===== src/rtl/irq_ctrl.sv =====
// rtl/irq_ctrl.sv - bus-mapped interrupt controller with per-source edge/level mode and masking
module irq_ctrl #(
  parameter int WIDTH = 8
) (
  input  logic             wb_clk,
  input  logic             wb_rst,
  input  logic [WIDTH-1:0] irq_in,
  input  logic [31:0]      wb_dbus_adr,
  input  logic [31:0]      wb_dbus_dat,
  input  logic             wb_dbus_we,
  input  logic             cyc,
  output logic [31:0]      rdt,
  output logic             irq
);

  // Word offsets decoded from adr[4:2]
  localparam logic [2:0] SEL_STATUS  = 3'd0;
  localparam logic [2:0] SEL_ENABLE  = 3'd1;
  localparam logic [2:0] SEL_PENDING = 3'd2;
  localparam logic [2:0] SEL_MODE    = 3'd3;
  localparam logic [2:0] SEL_ID      = 3'd4;

  // Value returned by ID when nothing enabled is pending
  localparam logic [31:0] ID_NONE = 32'h8000_0000;

  logic [WIDTH-1:0] s1_q, s2_q;
  logic [WIDTH-1:0] enable_q, enable_d;
  logic [WIDTH-1:0] pending_q, pending_d;
  logic [WIDTH-1:0] mode_q, mode_d;
  logic             irq_q, irq_d;

  logic [2:0]       sel;
  logic             wr_en;
  logic             rd_en;
  logic [WIDTH-1:0] wr_data;
  logic [WIDTH-1:0] rise;
  logic [WIDTH-1:0] clr_mask;
  logic [WIDTH-1:0] active;
  logic             id_hit;
  logic [4:0]       id_idx;

  // Address and data bits outside the decoded/implemented range are intentionally ignored
  logic unused_bus_bits;
  assign unused_bus_bits = ^{wb_dbus_adr[31:5], wb_dbus_adr[1:0], wb_dbus_dat[31:WIDTH]};

  assign sel     = wb_dbus_adr[4:2];
  assign wr_en   = cyc & wb_dbus_we;
  assign rd_en   = cyc & ~wb_dbus_we;
  assign wr_data = wb_dbus_dat[WIDTH-1:0];

  // One-cycle-wide rising-edge detect on the first stage; a held-high line fires only once
  assign rise = s1_q & ~s2_q;

  // Write-one-to-clear mask, only meaningful for edge-mode bits
  assign clr_mask = (wr_en && (sel == SEL_PENDING)) ? wr_data : '0;

  // Sources that are both pending and unmasked drive irq and the ID lookup
  assign active = pending_q & enable_q;

  // Two-stage input pipeline: s1 is the sampled level, s2 its previous value
  always_ff @(posedge wb_clk or posedge wb_rst) begin
    if (wb_rst) begin
      s1_q <= '0;
      s2_q <= '0;
    end else begin
      s1_q <= irq_in;
      s2_q <= s1_q;
    end
  end

  // Pending next state: edge bits set on rise (set beats clear), level bits track s1
  always_comb begin
    pending_d = (mode_q & (rise | (pending_q & ~clr_mask)))
              | (~mode_q & s1_q);
  end

  // Configuration registers load from the bus on a qualified write
  always_comb begin
    enable_d = enable_q;
    mode_d   = mode_q;
    if (wr_en) begin
      if (sel == SEL_ENABLE) begin
        enable_d = wr_data;
      end
      if (sel == SEL_MODE) begin
        mode_d = wr_data;
      end
    end
  end

  // irq reflects the pending/enable state as it stood before this edge
  always_comb begin
    irq_d = |active;
  end

  // State registers for configuration, pending and the CPU interrupt line
  always_ff @(posedge wb_clk or posedge wb_rst) begin
    if (wb_rst) begin
      enable_q  <= '0;
      mode_q    <= '0;
      pending_q <= '0;
      irq_q     <= 1'b0;
    end else begin
      enable_q  <= enable_d;
      mode_q    <= mode_d;
      pending_q <= pending_d;
      irq_q     <= irq_d;
    end
  end

  assign irq = irq_q;

  // Lowest-numbered active source wins; scanning downward leaves the lowest hit last
  always_comb begin
    id_hit = 1'b0;
    id_idx = '0;
    for (int i = WIDTH - 1; i >= 0; i--) begin
      if (active[i]) begin
        id_hit = 1'b1;
        id_idx = 5'(i);
      end
    end
  end

  // Zero-wait-state read mux; idle, write and reset cycles return zero
  always_comb begin
    rdt = '0;
    if (!wb_rst && rd_en) begin
      case (sel)
        SEL_STATUS:  rdt = 32'(s1_q);
        SEL_ENABLE:  rdt = 32'(enable_q);
        SEL_PENDING: rdt = 32'(pending_q);
        SEL_MODE:    rdt = 32'(mode_q);
        SEL_ID:      rdt = id_hit ? {27'd0, id_idx} : ID_NONE;
        default:     rdt = '0;
      endcase
    end
  end

endmodule


===== config.mk =====
export PLATFORM = sky130hd
export DESIGN_NAME = irq_ctrl
export DESIGN_NICKNAME = d
export VERILOG_FILES = /design/src/rtl/irq_ctrl.sv
export SDC_FILE = /design/constraint.sdc
export NUM_CORES = 1
export LEC_CHECK = 0
export CAP_MARGIN = 10
export CORE_MARGIN = 3
export CORE_UTILIZATION = 42
export CTS_CLUSTER_SIZE = 30
export DETAILED_ROUTE_END_ITERATION = 12
export PLACE_DENSITY = 0.9
export REMOVE_ABC_BUFFERS = 1
export SYNTH_ARGS = -nofsm -noshare
export SYNTH_HDL_FRONTEND = slang
export SYNTH_SLANG_ARGS = --single-unit

===== constraint.sdc =====
create_clock -name wb_clk -period 5.1 [get_ports wb_clk]
set_clock_uncertainty 0.1 [all_clocks]
set_input_delay 1.53 -clock wb_clk [delete_from_list [all_inputs] [get_ports wb_clk]]
set_output_delay 1.53 -clock wb_clk [all_outputs]
set_load 0.005 [all_outputs]

==> run_results.csv, run 1 <==
group,metric,value,unit
sta,fin_tns_setup,0,ps
clocking,path_clk_slew,70,ps
sta,setup_viol,0,
yosys,async_flop_share,100,%
drt,vias,1377,
finish,postLayoutCoreUtil,55.3,%
critical_path,arrival,3380,ps
critical_path,crit_type,"input port to output port",
critical_path,crit_fanout,5,
drt,final_antenna_net_count,0,
grt,grt.total_usage,13.7,%
power,power_leakage,1.08,nW
finish,area_growth,21.8,%
yosys,synthMuxAreaShare,17.3,%
yosys,synth_flop_cell,"dfrtp_1",
floorplan,dieArea,0.00582,sq mm
sta,hold_ws,302,ps
critical_path,cp-end-kind,"output port",
sta,worst_pin_slew,758,ps
yosys,synth_warnings,0,
clocking,numCtsBuffers,5,
drt,drt_iter0_drc,112,
critical_path,rr_startpoint,"enable_q[5]$_DFFE_PP0P_",
clocking,cts.sinks,41,
finish,diodes,0,
critical_path,path_common_cell,"clkdlybuf4s50_1",
yosys,synthCells,168,
yosys,yosysSeqAreaShare,49.5,%
sta,relSlewSlack,49.4,%
yosys,synth_top_family_by_area,"multiplexers",
clocking,root_buffer,"clkbuf_8",
placed_design,dp_hpwl,2.91,mm
sta,rsz0062_at_grt,"false",
floorplan,die-width,76.3,um
drt,wirelength,3.95,mm
grt,grt_antenna_before_repair,0,
yosys,synth_edf_count,0,
yosys,synthSimpleGateAreaFrac,12.3,%
placed_design,io_buffers,32,
floorplan,start_util,45.4,%
floorplan,ios,109,
critical_path,cp.required,3470,ps
grt,first_global_vias,1299,
yosys,synth_compound_area_share,9.72,%
status,outcome,"completed",
critical_path,cp-endpoint,"rdt[31]",
grt,grt_first_pass_wirelength,6.29,mm
clocking,cts_tree,"built",
finish,final_cell_mix,"dfrtp_1, clkdlybuf4s50_1, nand2_1",
sta,min_period,5010,ps
sta,hold_viol,0,
placed_design,place_inst,269,
clocking,cts_max_path_buffers,2,
job,max-cap-violations,0,
critical_path,cp_cell_sequence,"clkdlybuf4s50_1, o21ai_0, nand3_2, nand2b_1, nor3_1, clkdlybuf4s50_1",
sta,max_freq,200,MHz
sta,finalCritPeriodShare,98.1,%
grt,grt.overflow.total,0,
grt,grt_max_degree,22,
yosys,synthAdderAreaFrac,0,%
critical_path,rrSetupSlack,3780,ps
drt,dr.pass1.iters,4,
yosys,syn_area,0.00207,sq mm
clocking,postCtsSetupRepairBufs,0,
critical_path,critical-path-max-stage-delay,550,ps
drt,wire_per_inst,14.2,um
critical_path,worstSetupStartpoint,"wb_dbus_adr[2]",
drt,via_per_inst,4.97,
power,power.density,340,mW/mm^2
yosys,synth-seq-cells,41,
critical_path,slowest_stage,"clkdlybuf4s50_1",
critical_path,worst_r2r_endpoint,"irq$_DFF_PP0_",
sta,report.final.slew_viol_count,0,
finish,final_cells,277,
power,peakVddDrop,157,uV
finish,final_common_cell,"dfrtp_1",
critical_path,r2r_cells,4,
floorplan,core-area,0.00456,sq mm
yosys,synth_xor_area_share,0,%
finish,nNetsFinal,287,
yosys,avgSynthCellArea,12.3,sq um
clocking,h-tree-depth,2,
finish,drive_above_1_share,20.8,%
clocking,insertion_delay,290,ps
yosys,ys_types,35,
critical_path,cp-start-kind,"input port",
hold_path,hold_path.class,"flip-flop to flip-flop",
drt,route.detailed.drc,0,
floorplan,std_cell_rows,24,
placed_design,gp_congestion,0.842,
clocking,cts.hold.buffers_added,0,
floorplan,die_y,76.3,um
[worst min-delay path by stage]
stage | start | to | slack [ps] | depth (start not counted)
after floorplan | s1_q[1]$_DFF_PP0_ | s2_q[1]$_DFF_PP0_ | 270 | 0
after global placement | s1_q[0]$_DFF_PP0_ | s2_q[0]$_DFF_PP0_ | 290 | 0
after detailed placement | s1_q[6]$_DFF_PP0_ | s2_q[6]$_DFF_PP0_ | 290 | 0
after CTS | s1_q[0]$_DFF_PP0_ | s2_q[0]$_DFF_PP0_ | 310 | 0
after global routing | s1_q[7]$_DFF_PP0_ | s2_q[7]$_DFF_PP0_ | 320 | 0
final | s1_q[0]$_DFF_PP0_ | s2_q[0]$_DFF_PP0_ | 300 | 0
[through the flow]
step | cell area [sq um] | power [mW] | worst slack [ps]
global placement | 2400 | 0.589 | -65.3
detailed placement | 2400 | 0.597 | -74.2
global route | 2530 | 0.903 | 18.7
finish | 2530 | 0.859 | 94.9
floorplan | 1930 | 0.530 | 1210
CTS | 2520 | 0.866 | 79.7
[power by group]
part           internal, mW  switching, mW
Combinational        0.0994         0.0690
Sequential            0.377         0.0464
Clock                 0.160          0.108
Total                 0.636          0.223
[flip-flops by register name, indices dropped and copies added (netlist names)]
| name | count |
|---|---|
| s1_q | 8 |
| s2_q | 8 |
| pending_q | 8 |
| enable_q | 8 |
| irq | 1 |
| mode_q | 8 |
[Yosys cell counts, types with 2 or more instances]
master / number / area (sq um)
buf_4: 24 / 180
mux2i_1: 8 / 80.1
nor2_1: 7 / 26.3
nand2_1: 25 / 93.8
dfrtp_1: 41 / 1030
mux4_2: 3 / 67.6
o21ai_0: 2 / 10.0
buf_6: 2 / 22.5
a22oi_1: 2 / 15.0
nand4_1: 2 / 12.5
mux2_2: 15 / 169
a32o_1: 10 / 100
o22a_1: 4 / 35.0
nand2b_1: 2 / 12.5
[area by class of cell]
| class | instances | area [sq um] |
|---|---|---|
| sequential | 41 | 1030 |
| timing repair buffer | 41 | 387 |
| multi-input combinational | 120 | 908 |
| fill | 386 | 2040 |
| clock buffer | 7 | 86.3 |
| tap | 65 | 81.3 |
| inverter | 2 | 7.51 |
| clock inverter | 1 | 30.0 |
[cell families after synthesis]
group,after synthesis
simple gates,46
flops,41
buf+inv,29
mux,28
compound gates,23
other cells,1
[repair_timing]
action | CTS | global route
endpoints found under the hold margin | 0 | 0
resized for setup | 1 | 1
setup endpoints to repair | 4 | 1
[worst max-delay path: cells and delay by family]
family | cells | cell delay, ps
compound gates | 1 | 260
buf+inv | 2 | 1090
simple gates | 3 | 500
[routing by layer]
layer / share of wire [%] / up-vias / global-route usage (%) / routed length, um
met3: 8.2 / 5 / 4.14 / 323
met1: 45 / 664 / 19.0 / 1790
met2: 45 / 61 / 20.2 / 1790
met5: 0 / - / 0 / 0
met4: 1.1 / 0 / 4.89 / 44
li1: - / 647 / - / -
(Power assumes the default switching activity.)
==> run 2, diff against run 1 <==
--- a/config.mk
+++ b/config.mk
@@ -7,10 +7,10 @@
 export LEC_CHECK = 0
 export CAP_MARGIN = 10
 export CORE_MARGIN = 3
-export CORE_UTILIZATION = 42
+export CORE_UTILIZATION = 39
 export CTS_CLUSTER_SIZE = 30
 export DETAILED_ROUTE_END_ITERATION = 12
-export PLACE_DENSITY = 0.9
+export PLACE_DENSITY = 0.85
 export REMOVE_ABC_BUFFERS = 1
 export SYNTH_ARGS = -nofsm -noshare
 export SYNTH_HDL_FRONTEND = slang
==> constraint.sdc (replaced) <==
create_clock -name wb_clk -period 5.7 [get_ports wb_clk]
set_clock_uncertainty 0.1 [all_clocks]
set_input_delay 1.71 -clock wb_clk [delete_from_list [all_inputs] [get_ports wb_clk]]
set_output_delay 1.71 -clock wb_clk [all_outputs]
set_load 0.005 [all_outputs]
==> run 2 against run 1 <==
- combinational power down 10%
- non-clock buffer count fell by 4
- via count up 2.5%
- critical endpoint is now rdt[7]
- critical path type unchanged
- highest routed layer unchanged
- final cell count is 0.72% lower
- clock power decreased by 25%
- utilization down 5.3 points
- setup slack worse by 49 ps
- count of clock-buffer cells in the layout is 1 lower
- global-route usage grew 0.40 points
==> run_results.csv, run 2 (synthesis gave the netlist of run 1 again) <==
group,metric,value,unit
grt,grt.overflow.total,0,
drt,route.detailed.drc,0,
status,outcome,"completed",
clocking,cts_resized,0,
floorplan,core-area,0.00494,sq mm
grt,grt_antenna_before_repair,0,
finish,register_area,0.00103,sq mm
clocking,insertion_delay,300,ps
placed_design,pre_cts_slack,68.6,ps
critical_path,crit_fanout,7,
clocking,root_buffer,"clkbuf_8",
drt,final_antenna_net_count,0,
finish,postLayoutCoreUtil,50.0,%
floorplan,dieArea,0.00623,sq mm
sta,worst_pin_slew,520,ps
drt,wirelength,4.18,mm
finish,area_growth,19.2,%
grt,grt_first_pass_wirelength,6.60,mm
hold_path,hold_path.class,"flip-flop to flip-flop",
grt,grt.total_usage,14.1,%
finish,fill_cells,438,
clocking,cts_tree,"built",
placed_design,place_inst,267,
grt,first_global_vias,1374,
critical_path,arrival,3840,ps
power,power.density,296,mW/mm^2
sta,setup_slack,46.2,ps
clocking,cts.sinks,41,
critical_path,rrSetupSlack,4340,ps
grt,grt_max_degree,42,
job,max-cap-violations,0,
power,peakVddDrop,129,uV
finish,multi_input_area,900,sq um
clocking,path_clk_slew,70,ps
power,power.switching,0.210,mW
power,p_clk_share,27.4,%
placed_design,io_buffers,32,
critical_path,rr_startpoint,"enable_q[5]$_DFFE_PP0P_",
clocking,h-tree-depth,2,
critical_path,crit_type,"input port to output port",
sta,rsz0062_at_grt,"false",
critical_path,cp-endpoint,"rdt[7]",
sta,relSlewSlack,65.3,%
drt,dr.pass1.iters,4,
drt,wire_per_inst,15.2,um
sta,fin_tns_setup,0,ps
critical_path,r2r_cells,4,
finish,drive_above_1_share,19.7,%
floorplan,start_util,41.9,%
finish,diodes,0,
critical_path,cp-start-kind,"input port",
power,power.share.switching,28.7,%
power,internal_power,0.522,mW
sta,finalCritPeriodShare,99.2,%
finish,final_cell_mix,"dfrtp_1, clkdlybuf4s50_1, nand2_1",
floorplan,die_y,78.9,um
clocking,cts.hold.buffers_added,0,
clocking,numCtsBuffers,5,
finish,nNetsFinal,283,
placed_design,gp_congestion,0.807,
finish,final_cells,275,
clocking,cts_max_path_buffers,2,
floorplan,ios,109,
sta,setup_viol,0,
power,power.share.sequential,52.0,%
critical_path,cp.required,3890,ps
drt,via_per_inst,5.13,
critical_path,worstSetupStartpoint,"wb_dbus_adr[3]",
sta,hold_viol,0,
critical_path,cp-end-kind,"output port",
sta,max_freq,177,MHz
floorplan,die-width,78.9,um
sta,min_period,5650,ps
sta,report.final.slew_viol_count,0,
clocking,postCtsSetupRepairBufs,0,
critical_path,worst_r2r_endpoint,"irq$_DFF_PP0_",
drt,drt_iter0_drc,98,
floorplan,std_cell_rows,25,
power,power_leakage,1.04,nW
placed_design,dp_hpwl,3.00,mm
drt,vias,1411,
finish,final_common_cell,"dfrtp_1",
power,p_comb_share,20.6,%
run 2: cell types whose count changed in the layout (fill, tap and decap cells not counted), sizes merged:
cell | before | now
clkdlybuf4s50 | 31 | 32
bufinv | 1 | 0
clkbuf | 7 | 6
buf | 9 | 5
dlygate4sd2 | 1 | 0
clkinv | 0 | 2
run 2: power by group through the flow:
stage | sequential, mW | combinational, mW | clock (mW)
6_report | 0.380 | 0.151 | 0.201
5_1_grt | 0.387 | 0.165 | 0.218
4_1_cts | 0.379 | 0.151 | 0.207
2_1_floorplan | 0.373 | 0.102 | 0
3_5_place_dp | 0.385 | 0.150 | 0
3_3_place_gp | 0.382 | 0.144 | 0
run 2: worst min path at each step:
stage,startpoint,end,slack [ps],depth (start not counted)
floorplan,s1_q[1]$_DFF_PP0_,s2_q[1]$_DFF_PP0_,270,0
global placement,s1_q[0]$_DFF_PP0_,s2_q[0]$_DFF_PP0_,290,0
detailed placement,s1_q[7]$_DFF_PP0_,s2_q[7]$_DFF_PP0_,290,0
CTS,s1_q[0]$_DFF_PP0_,s2_q[0]$_DFF_PP0_,310,0
global route,s1_q[0]$_DFF_PP0_,s2_q[0]$_DFF_PP0_,310,0
finish,s1_q[7]$_DFF_PP0_,s2_q[7]$_DFF_PP0_,310,0
run 2: through the flow:
stage | area [sq um] | total power, mW | hold WS [ps]
2_1_floorplan | 1930 | 0.475 | 267
3_3_place_gp | 2370 | 0.526 | 286
3_5_place_dp | 2370 | 0.535 | 290
4_1_cts | 2470 | 0.737 | 307
5_1_grt | 2470 | 0.771 | 312
6_report | 2470 | 0.732 | 307
run 2: cell type report:
type | count | share of cell area (%)
clock inverters | 2 | 0.557
multi-input cells | 120 | 36.4
well taps | 67 | 3.39
clock buffers | 6 | 3.34
flip-flops and latches | 41 | 41.5
inverters | 2 | 0.304
repair buffers | 37 | 14.5
run 2: critical path, cell delays in order:
cell and delay (ps):
clkdlybuf4s50_1 760, buf_4 270, mux4_2 500, nor3b_1 150
clkdlybuf4s50_1 440
run 2: routing by layer:
layer	wire, um	global-route usage (%)	vias up	share of wire, %
met1	1880	18.6	704	45
met2	1930	21.2	61	46
li1	-	-	641	-
met4	62	6.87	0	1.5
met3	312	4.08	5	7.5
met5	0	0	-	0
